$ cat src/rtl/id_ex_operand_stage.sv
// id_ex_operand_stage: ID/EX register with forwarding, operand mux and load-use stall (option macro FWD_EN)
module id_ex_operand_stage #(
    parameter int DW  = 32,
    parameter int AW  = 5,
    parameter int OPW = 6
) (
    input  logic           i_clk,
    input  logic           i_reset,
    input  logic           i_stall,
    input  logic           i_flush,
    input  logic           i_valid,
    input  logic [DW-1:0]  i_rs_data,
    input  logic [DW-1:0]  i_rt_data,
    input  logic [AW-1:0]  i_rs_addr,
    input  logic [AW-1:0]  i_rt_addr,
    input  logic [AW-1:0]  i_rd_addr,
    input  logic [15:0]    i_imm,
    input  logic [4:0]     i_shamt,
    input  logic [OPW-1:0] i_ALUOp,
    input  logic           i_alu_src_imm,
    input  logic           i_imm_zext,
    input  logic [1:0]     i_shift_mode,
    input  logic           i_reg_write,
    input  logic           i_mem_read,
    input  logic           i_mem_write,
    input  logic           i_exmem_reg_write,
    input  logic [AW-1:0]  i_exmem_rd,
    input  logic [DW-1:0]  i_exmem_result,
    input  logic           i_memwb_reg_write,
    input  logic [AW-1:0]  i_memwb_rd,
    input  logic [DW-1:0]  i_memwb_result,
    output logic           o_valid,
    output logic [DW-1:0]  o_srcA,
    output logic [DW-1:0]  o_srcB,
    output logic [OPW-1:0] o_ALUOp,
    output logic [DW-1:0]  o_store_data,
    output logic [AW-1:0]  o_rd_addr,
    output logic           o_reg_write,
    output logic           o_mem_read,
    output logic           o_mem_write,
    output logic           o_hazard_stall
);
    logic [DW-1:0] rs_data, rt_data, fa, fb, ext;
    logic [15:0]   imm;
    logic [4:0]    shamt;
    logic          alu_src_imm, imm_zext;
    logic [1:0]    shift_mode;
    logic          ld_hit, rs_hit, rt_hit;
`ifdef FWD_EN
    logic [AW-1:0] rs_addr, rt_addr;
`endif

    // pipeline register: reset/flush load a bubble, stall holds, otherwise capture ID
    always_ff @(posedge i_clk) begin
        if (i_reset || i_flush) begin
            o_valid     <= 1'b0;
            rs_data     <= '0;
            rt_data     <= '0;
            o_rd_addr   <= '0;
            imm         <= '0;
            shamt       <= '0;
            o_ALUOp     <= '0;
            alu_src_imm <= 1'b0;
            imm_zext    <= 1'b0;
            shift_mode  <= '0;
            o_reg_write <= 1'b0;
            o_mem_read  <= 1'b0;
            o_mem_write <= 1'b0;
`ifdef FWD_EN
            rs_addr     <= '0;
            rt_addr     <= '0;
`endif
        end else if (!i_stall) begin
            o_valid     <= i_valid;
            rs_data     <= i_rs_data;
            rt_data     <= i_rt_data;
            o_rd_addr   <= i_rd_addr;
            imm         <= i_imm;
            shamt       <= i_shamt;
            o_ALUOp     <= i_ALUOp;
            alu_src_imm <= i_alu_src_imm;
            imm_zext    <= i_imm_zext;
            shift_mode  <= i_shift_mode;
            o_reg_write <= i_reg_write & i_valid;
            o_mem_read  <= i_mem_read & i_valid;
            o_mem_write <= i_mem_write & i_valid;
`ifdef FWD_EN
            rs_addr     <= i_rs_addr;
            rt_addr     <= i_rt_addr;
`endif
        end
    end

    // operand selection: forwarding (when built in), immediate extension, shift source swap
    always_comb begin
`ifdef FWD_EN
        fa = (i_exmem_reg_write && i_exmem_rd == rs_addr && rs_addr != '0) ? i_exmem_result :
             (i_memwb_reg_write && i_memwb_rd == rs_addr && rs_addr != '0) ? i_memwb_result : rs_data;
        fb = (i_exmem_reg_write && i_exmem_rd == rt_addr && rt_addr != '0) ? i_exmem_result :
             (i_memwb_reg_write && i_memwb_rd == rt_addr && rt_addr != '0) ? i_memwb_result : rt_data;
`else
        fa = rs_data;
        fb = rt_data;
`endif
        ext          = imm_zext ? {{(DW-16){1'b0}}, imm} : {{(DW-16){imm[15]}}, imm};
        o_srcA       = (shift_mode == 2'b01 || shift_mode == 2'b10) ? fb : fa;
        o_srcB       = shift_mode == 2'b01 ? {{(DW-5){1'b0}}, shamt} :
                       shift_mode == 2'b10 ? {{(DW-5){1'b0}}, fa[4:0]} :
                       alu_src_imm ? ext : fb;
        o_store_data = fb;
    end

    // stall request: load-use always; without forwarding also any producer still in flight
    always_comb begin
        ld_hit = o_valid && o_mem_read && o_rd_addr != '0 &&
                 (o_rd_addr == i_rs_addr || o_rd_addr == i_rt_addr);
`ifdef FWD_EN
        rs_hit = 1'b0;
        rt_hit = 1'b0;
`else
        rs_hit = i_rs_addr != '0 && ((o_reg_write && i_rs_addr == o_rd_addr) ||
                                     (i_exmem_reg_write && i_rs_addr == i_exmem_rd));
        rt_hit = i_rt_addr != '0 && ((o_reg_write && i_rt_addr == o_rd_addr) ||
                                     (i_exmem_reg_write && i_rt_addr == i_exmem_rd));
`endif
        o_hazard_stall = !i_reset && i_valid && (ld_hit || rs_hit || rt_hit);
    end
endmodule

$ cat config.mk
export PLATFORM = sky130hd
export DESIGN_NAME = id_ex_operand_stage
export DESIGN_NICKNAME = d
export VERILOG_FILES = /design/src/rtl/id_ex_operand_stage.sv
export SDC_FILE = /design/constraint.sdc
export NUM_CORES = 1
export LEC_CHECK = 0
export CAP_MARGIN = 5
export CORE_ASPECT_RATIO = 1.75
export CORE_MARGIN = 2
export CORE_UTILIZATION = 30
export DETAILED_ROUTE_END_ITERATION = 6
export HOLD_SLACK_MARGIN = 0.06
export PLACE_DENSITY = 0.68
export RECOVER_POWER = 100
export SLEW_MARGIN = 20
export SYNTH_ARGS = -nofsm -noshare
export SYNTH_HDL_FRONTEND = slang
export SYNTH_SLANG_ARGS = --single-unit
$ cat constraint.sdc
create_clock -name i_clk -period 2.5 [get_ports i_clk]
set_input_delay 0.5 -clock i_clk [delete_from_list [all_inputs] [get_ports i_clk]]
set_output_delay 0.5 -clock i_clk [all_outputs]
set_load 0.1 [all_outputs]
# Word level (Yosys, flattened, before mapping)
# Cells that the tools add are included.
dict set report totals {
  regBits 104
}
dict set report op_classes {
  eq_ne 8
  n_reduce_logical 22
  n_bitwise 3
  mux 5
}
# op n
set op_table {}
lappend op_table {{$mux W32} 5}
lappend op_table {{$eq A5 B5 Y1} 6}
lappend op_table {{$reduce_bool A5 Y1} 3}
lappend op_table {{$logic_and A1 B1 Y1} 11}
lappend op_table {{$logic_or A1 B1 Y1} 7}
lappend op_table {{$and A1 B1 Y1} 3}
lappend op_table {{$eq A2 B1 Y1 const B} 1}
lappend op_table {{$eq A2 B2 Y1 const B} 1}
lappend op_table {{$logic_not A1 Y1} 1}

# Logic depth before layout (Yosys ltp)
# Gate-level depths: netlist of the first run.
dict set report logic_depth {
  depth_word 7
  ltp_mapped 6
}

# Least setup slack after synthesis of the first run
# OpenSTA, ideal clock, no wires.
dict set report synth_timing {
  path_kind {register to output}
  from {register rt_data[0] (netlist: o_store_data[0])}
  to {output port o_srcB[0]}
  t_arrival_ns 3.381
  t_required_ns 2.000
  path_buffers 0
  slack_ns -1.381
  path_stages_with_launch 5
  cell_sequence {dfxtp_1 -> mux2i_1 -> nor2_1 -> a21oi_1 -> o21ai_0}
}
dict set report synth_via {
  elab_chain_cells 3
}
# item line
set synth_lines {}
lappend synth_lines {{start, declared} 43} ;# logic [DW-1:0] rs_data, rt_data, fa, fb, ext;
lappend synth_lines {{start signal, assigned} 76} ;# rt_data <= i_rt_data;
lappend synth_lines {{$mux W32} 109} ;# alu_src_imm ? ext : fb;
lappend synth_lines {{$mux W32} 108} ;# shift_mode == 2'b10 ? {{(DW-5){1'b0}}, fa[4:0]} :
lappend synth_lines {{$mux W32} 107} ;# o_srcB = shift_mode == 2'b01 ? {{(DW-5){1'b0}}, shamt} :
lappend synth_lines {{end, declared} 34} ;# output logic [DW-1:0] o_srcB,
# No other way between the ends.

# Worst setup path in the final report of the first run
dict set report layout_timing {
  from {input port i_rt_addr[3]}
  to {output port o_hazard_stall}
}
dict set report layout_via {
  elab_chain_cells 6
  word_cells_on_any_way 13
  classes_between {3 x eq/ne; 10 x reduce/logical}
}
# item line
set layout_lines {}
lappend layout_lines {{start, declared} 15} ;# input logic [AW-1:0] i_rt_addr,
lappend layout_lines {{$eq A5 B5 Y1 (on tied branches)} {116, 123, 124}}
lappend layout_lines {{$logic_or A1 B1 Y1 (tied with other cells)} 116} ;# (o_rd_addr == i_rs_addr || o_rd_addr == i_rt_addr);
lappend layout_lines {{$logic_and A1 B1 Y1 / $logic_or A1 B1 Y1 (equally long branches)} {115, 123}}
lappend layout_lines {{$logic_or A1 B1 Y1 / $logic_and A1 B1 Y1 (equally long branches)} {126, 123}}
lappend layout_lines {{$logic_or A1 B1 Y1 *} 126} ;# o_hazard_stall = !i_reset && i_valid && (ld_hit || rs_hit || rt_hit);
lappend layout_lines {{$logic_and A1 B1 Y1 *} 126}
lappend layout_lines {{end, declared} 41} ;# output logic o_hazard_stall
# Every way passes the cells marked *; elsewhere a longest branch is shown, timed or not.

==> summary.md, run 1 <==
| Metric | Value |
|---|---|
| Outcome | `finished, violations left` |
| Failing checks | `negative setup slack` |
| Simple-gate share of the synthesized area | `11.3%` |
| ANT nets after route | `0` |
| Dominant cell by count in the synthesized netlist | `nor2_1` |
| CTS Buf Count | `9` |
| Required @ worst endpoint | `2000 ps` |
| Share of the synthesized area in the top cell type | `43.5%` |
| Complex-gate fraction of the synthesized area | `5.75%` |
| Adder-cell share of the synthesized area | `less than 1%` |
| Post-Route Setup TNS | `-149 ps` |
| CP Capture Type | `output pin` |
| Crit-path cells | `clkdlybuf4s15_1 -> or4_4 -> o211ai_1 -> o22ai_1 -> o311a_2 -> buf_12` |
| Crit Path Class | `input pin to output pin` |
| Antenna violations before repair | `0` |
| Hold WC Path Type | `flop to flop` |
| Rows | `61` |
| CP Max Fanout | `2` |
| WP data arrival | `2150 ps` |
| Area delta synth->final | `68.9%` |
| Post-synth EDFFs | `0` |
| Filler cells | `1423` |
| Async S/R FF share, synth | `0%` |
| Share of layout cells above drive strength 1 | `a little over a fifth` |
| Maximum vdd drop | `~0.3 mV` |
| Commonest cells in the netlist | `nor2_1, mux2i_1, dfxtp_1` |
| Initial drt markers | `93` |
| Die Y | `171 um` |
| Yosys reg bits | `104` |
| Syn Nets | `slightly below 700` |
| Clock-pin slew on the worst setup and hold paths | `60 ps` |
| Fin crit period | `2650 ps` |
| Register Area | `2100 um^2` |
| Fin Hold WS | `494 ps` |
| Gr ovfl total | `0` |
| Post-synthesis xor/xnor area fraction | `3.66%` |
| CP max-delay cell | `or4_4` |
| Post-Layout Cell Count | `917` |
| Post-place instance area | `~8000 um^2` |
| Number of global-route vias before repair | `about 4700` |
| Drc violations | `0` |
| Initial DRT Pass Iterations | `5` |
| Largest net degree at the start of global routing | `53` |
| WL final | `15700 um` |
| Max cap viols | `0` |
| Largest cells by area after synthesis | `dfxtp_1, mux2i_1, nor2_1` |
| CTS Sinks | `104` |
| DR vias/cell | `a little under 5` |
| Util after Layout | `51.4%` |
| # diodes | `0` |
| Slowest cell delay on critical path | `510 ps` |
| Clock Skew | `0 ps` |
| Mux cell area share after synthesis | `31.8%` |
| Initial Utilization | `30.4%` |
| Die Width | `just under 100 um` |
| Ratio of final minimum period to clock period | `106%` |
| Global-route wire length before repair | `24200 um` |
| Final Hold Fails | `0` |
| Largest family of logic cells by synthesized area | `multiplexers` |
| Achievable frequency | `377 MHz` |
| Longest Clk Path Bufs | `2` |
| Syn. warnings | `0` |
| # setup viols final | `1` |
| Synth Flop Type | `dfxtp_1` |
| Syn_area_per_cell | `9.78 um^2` |
| GRT Overall Usage | `18.0%` |
| Dpl hpwl | `11900 um` |
| Die area | `17000 um^2` |
| Area leader, netlist | `dfxtp_1` |
| Gpl congestion | `0.966` |
| Final worst slack | `-149 ps` |
| Hold_buf cts | `0` |
| Max-Slew Margin vs Limit | `19.9%` |
| Startpoint Class | `input pin` |
| P_leak | `3.40 nW` |
| Mapped cell area | `approximately 4800 um^2` |
| Core ar. | `15700 um^2` |
| Port Buffer Count | `235` |
| Cell area after layout | `8080 um^2` |
| Area occupied by multi-input gates | `2660 um^2` |
| Distinct cells, synth | `28` |
| Root Buffer | `clkbuf_16` |
| Cell area power density | `558 nW/um^2` |
| Layout Nets | `919` |
| Count of pins over their slew limit | `0` |
| Avg WL per Cell | `about 17 um` |
| Slew @ Worst Pin | `1210 ps` |
| CTS tree | `done` |
| Skew-Pair Late Insertion Delay | `340 ps` |
| Cells after Synth | `489` |
| Placed cells | `898` |
| Via count | `4439` |
| Seq/Total Area, Yosys | `between 40% and 50%` |
| Max H-tree Level | `3` |
| IO Pins | `306` |
| RSZ-0062 raised after global routing | `yes` |
-- per-layer routing --
metal  share of wire (%)  up-vias  track usage [%]
met5                   0        -                0
met4                 3.1        0             7.56
li1                    -     2132                -
met2                  53      205             33.0
met1                  38     2067             19.7
met3                 6.4       35             3.68
-- kinds of logic after synthesis --
kind of cell	after synthesis
multiplexers	148
AND/OR/NAND/NOR	136
flip-flops	104
AO/OA/AOI/OAI	40
buffers and inverters	39
XOR/XNOR	20
adder cells (fa/ha/maj)	2
-- report_power, final --
group / leakage, nW / switching, mW / internal, mW / total [mW]
registers: 0.853 / 0.0466 / 1.71 / 1.76
clock network: 0.147 / 0.649 / 0.795 / 1.44
logic: 2.40 / 0.804 / 0.506 / 1.31
total: 3.40 / 1.50 / 3.01 / 4.51
-- what timing repair did --
| action | 4_1_cts | 5_1_grt |
|---|---|---|
| gates resized for setup | 39 | 5 |
| buffers inserted | 2 | 0 |
| pin swaps | 9 | 4 |
| endpoints found under the setup margin | 17 | 14 |
| gates cloned | 1 | 0 |
-- cells in the final DEF, fill, tap and decap left out, drive strengths merged, types with 2 or more instances in the layout --
| master | synthesis | routed |
|---|---|---|
| a22oi | 3 | 3 |
| clkdlybuf4s50 | 0 | 111 |
| o21ai | 7 | 7 |
| dfxtp | 104 | 104 |
| xor2 | 4 | 4 |
| buf | 21 | 88 |
| nand2 | 5 | 5 |
| nand3 | 2 | 2 |
| or2 | 2 | 2 |
| dlygate4sd2 | 0 | 3 |
| clkdlybuf4s15 | 0 | 2 |
| xnor2 | 16 | 16 |
| mux2i | 116 | 116 |
| ha | 2 | 2 |
| nor2 | 120 | 120 |
| clkbuf | 15 | 63 |
| or4 | 3 | 3 |
| mux2 | 32 | 32 |
| a21oi | 7 | 7 |
| nand4 | 2 | 2 |
| a2111oi | 2 | 2 |
| o21a | 16 | 16 |
| o211ai | 3 | 3 |
| clkinv | 0 | 2 |
| inv | 3 | 5 |
-- sequential cells by signal, summed over array words and instances (netlist names) --
register      cells
fa               32
o_store_data     32
imm              16
o_ALUOp           6
o_rd_addr         5
shamt             5
shift_mode        2
alu_src_imm       1
imm_zext          1
o_mem_read        1
o_mem_write       1
o_reg_write       1
o_valid           1
-- worst max-delay path, delay by kind of cell --
kind	cells	cell delay, ps
AOI/OAI and AO/OA	3	770
buffers and inverters	2	360
and+or+nand+nor	1	510
-- final cells by class --
type / instances / area share (%)
clock inverter: 6 / 0.960
timing repair buffer: 259 / 34.2
multi-input combinational: 346 / 32.9
sequential: 104 / 26.0
clock buffer: 10 / 2.83
tap: 189 / 2.93
inverter: 3 / 0.139
-- worst paths after layout --
check,from,endpoint,slack [ps],cells past startpoint
max,i_rt_addr[3],o_hazard_stall,-150,6
min,fa[27],fa[27],490,2
max reg2reg,alu_src_imm,alu_src_imm,1240,3
min reg2reg,fa[27],fa[27],490,2
-- through the flow --
stage               setup slack, ps  total power, mW
global route                   -139             4.69
global placement               -385             3.14
CTS                            -121             4.63
floorplan                      -401             2.60
finish                         -149             4.51
detailed placement             -464             3.16
No activity file was read; power rests on OpenSTA's default activity.
==> inputs of run 2 (changes only) <==
--- a/config.mk
+++ b/config.mk
@@ -5,12 +5,14 @@
 export SDC_FILE = /design/constraint.sdc
 export NUM_CORES = 1
 export LEC_CHECK = 0
+export ABC_CLOCK_PERIOD_IN_PS = 2500
 export CAP_MARGIN = 5
 export CORE_ASPECT_RATIO = 1.75
 export CORE_MARGIN = 2
 export CORE_UTILIZATION = 30
 export DETAILED_ROUTE_END_ITERATION = 6
 export HOLD_SLACK_MARGIN = 0.06
+export MAX_ROUTING_LAYER = met4
 export PLACE_DENSITY = 0.68
 export RECOVER_POWER = 100
 export SLEW_MARGIN = 20
==> summary.md, run 2 (same netlist as run 1, synthesis figures left out) <==
| Metric | Value |
|---|---|
| Longest Clk Path Bufs | `2 (unchanged)` |
| Slowest cell delay on critical path | `510 ps (about the same)` |
| Failing checks | `negative setup slack (unchanged)` |
| Max cap viols | `0 (unchanged)` |
| Core ar. | `15700 um^2 (unchanged)` |
| Initial DRT Pass Iterations | `4 (was 5)` |
| CTS tree | `done (unchanged)` |
| WP data arrival | `2150 ps (about the same)` |
| Avg WL per Cell | `17.1 um (about the same)` |
| Die Y | `171 um (unchanged)` |
| Initial drt markers | `119 (was 93)` |
| Skew-Pair Late Insertion Delay | `340 ps (about the same)` |
| WL final | `15700 um (about the same)` |
| Clock-pin slew on the worst setup and hold paths | `70 ps (was 60 ps)` |
| Via count | `4470 (was 4439)` |
| Dpl hpwl | `11900 um (unchanged)` |
| P_int | `3.01 mW (about the same)` |
| Root Buffer | `clkbuf_16 (unchanged)` |
| Maximum vdd drop | `0.294 mV (was 0.296 mV)` |
| Clock power share | `32.0% (about the same)` |
| Clock Skew | `0 ps (unchanged)` |
| Largest net degree at the start of global routing | `53 (unchanged)` |
| DR vias/cell | `4.87 (was 4.84)` |
| Total power | `4.51 mW (about the same)` |
| Filler cells | `1421 (was 1423)` |
| Crit-path cells | `clkdlybuf4s15_1 -> or4_4 -> o211ai_1 -> o22ai_1 -> o311a_2 -> buf_12 (unchanged)` |
| Required @ worst endpoint | `2000 ps (about the same)` |
| Antenna violations before repair | `0 (unchanged)` |
| Worst path depth | `6 (unchanged)` |
| Startpoint Class | `input pin (unchanged)` |
| ANT nets after route | `0 (unchanged)` |
| RSZ-0062 raised after global routing | `yes (unchanged)` |
| Hold_buf cts | `0 (unchanged)` |
| Cell area after layout | `8100 um^2 (was 8080 um^2)` |
| Area delta synth->final | `69.2% (was 68.9%)` |
| Worst Reg2Reg Path Length in Cells | `3 (unchanged)` |
| Ratio of final minimum period to clock period | `106% (about the same)` |
| Outcome | `finished, violations left (unchanged)` |
| CTS Buf Count | `9 (unchanged)` |
| Gpl congestion | `0.984 (was 0.966)` |
| Layout Nets | `919 (unchanged)` |
| # setup viols final | `1 (unchanged)` |
| Post-place instance area | `8060 um^2 (unchanged)` |
| Achievable frequency | `377 MHz (about the same)` |
| Hold depth | `2 (unchanged)` |
| Port Buffer Count | `235 (unchanged)` |
| Buffers & Inverters on Critical Path | `2 (unchanged)` |
| Cell area power density | `557 nW/um^2 (was 558 nW/um^2)` |
| Slew @ Worst Pin | `1200 ps (was 1210 ps)` |
| Crit path max-delay family | `compound AO/OA/AOI/OAI gates (unchanged)` |
| Final Hold Fails | `0 (unchanged)` |
| Max H-tree Level | `3 (unchanged)` |
| CP Capture Type | `output pin (unchanged)` |
| CP max-delay cell | `or4_4 (unchanged)` |
| Share of layout cells above drive strength 1 | `22.0% (unchanged)` |
| P_leak | `3.40 nW (about the same)` |
| Max-Slew Margin vs Limit | `20.1% (was 19.9%)` |
| Die area | `17000 um^2 (unchanged)` |
| Rows | `61 (unchanged)` |
| GRT Overall Usage | `18.5% (was 18.0%)` |
| Post-Route Setup TNS | `-151 ps (was -149 ps)` |
| Die Width | `99.5 um (unchanged)` |
| Psw | `1.50 mW (about the same)` |
| Sw Ratio | `33.2% (about the same)` |
| Combinational cell fraction of total power | `29.1% (about the same)` |
| CTS Sinks | `104 (unchanged)` |
| IO Pins | `306 (unchanged)` |
| Number of global-route vias before repair | `4674 (was 4692)` |
| Crit Path Class | `input pin to output pin (unchanged)` |
| Commonest cells after routing, fill and taps aside | `mux2i_1, nor2_1, clkdlybuf4s50_1 (unchanged)` |
| Initial Utilization | `30.4% (unchanged)` |
| Final worst slack | `-151 ps (was -149 ps)` |
| Place WS | `-464 ps (unchanged)` |
| CP Max Fanout | `2 (unchanged)` |
| Global-route wire length before repair | `24200 um (about the same)` |
| Count of pins over their slew limit | `0 (unchanged)` |
| Gr ovfl total | `0 (unchanged)` |
| Drc violations | `0 (unchanged)` |
| Fin crit period | `2650 ps (about the same)` |
| # diodes | `0 (unchanged)` |
| Hold WC Path Type | `flop to flop (unchanged)` |
| Seq pwr share | `38.9% (about the same)` |
[run 2: cell counts in the layout (fill, tap and decap cells not counted)]
No cell type changed its count.
[run 2: layout make-up]
| cell class | instances | area (um^2) | share of cell area, % |
|---|---|---|---|
| tap | 189 | 236 | 2.92 |
| sequential | 104 | 2100 | 26.0 |
| multi-input combinational | 346 | 2660 | 32.8 |
| timing repair buffer | 259 | 2780 | 34.4 |
| clock inverter | 6 | 77.6 | 0.958 |
| inverter | 3 | 11.3 | 0.139 |
| clock buffer | 10 | 229 | 2.83 |
[run 2: timing repair]
item / in CTS / in global routing
pin swaps: 9 / 4
setup buffers: 2 / 0
endpoints found under the setup margin: 17 / 14
gates cloned: 1 / 0
hold endpoints to repair: 0 / 0
resized for setup: 39 / 5
[run 2: routing by layer]
layer  GRT usage, %  vias up  routed length (um)
met5              -        -                   0
met4           7.56        0                 514
met3           3.23       39                 977
met2           33.0      213                8310
met1           20.1     2083                5890
li1               -     2135                   -
[run 2: metrics by stage]
stage	hold WS (ps)	utilization (%)	cells
final	494	51.5	917
after global routing	516	51.5	917
after CTS	501	53.5	917
after detailed placement	482	51.3	898
after global placement	467	51.3	898
after floorplan	454	-	489
[run 2: worst reg2reg max path, cell delays in order (launching register included)]
cell and delay (ps):
dfxtp_2 650, clkbuf_4 360, mux2i_1 100, nor2_1 80
[run 2: power by group through the flow]
stage / clock [mW] / combinational, mW / sequential (mW)
after floorplan: 0 / 0.646 / 1.95
after detailed placement: 0 / 1.36 / 1.80
after global routing: 1.56 / 1.37 / 1.76
after global placement: 0 / 1.35 / 1.79
after CTS: 1.50 / 1.37 / 1.76
final: 1.44 / 1.31 / 1.76
[run 2: final timing paths]
path           startpoint             end  slack (ps)
min reg2reg      imm_zext        imm_zext         490
max          i_rt_addr[3]  o_hazard_stall        -150
min              imm_zext        imm_zext         490
max reg2reg   alu_src_imm     alu_src_imm        1240
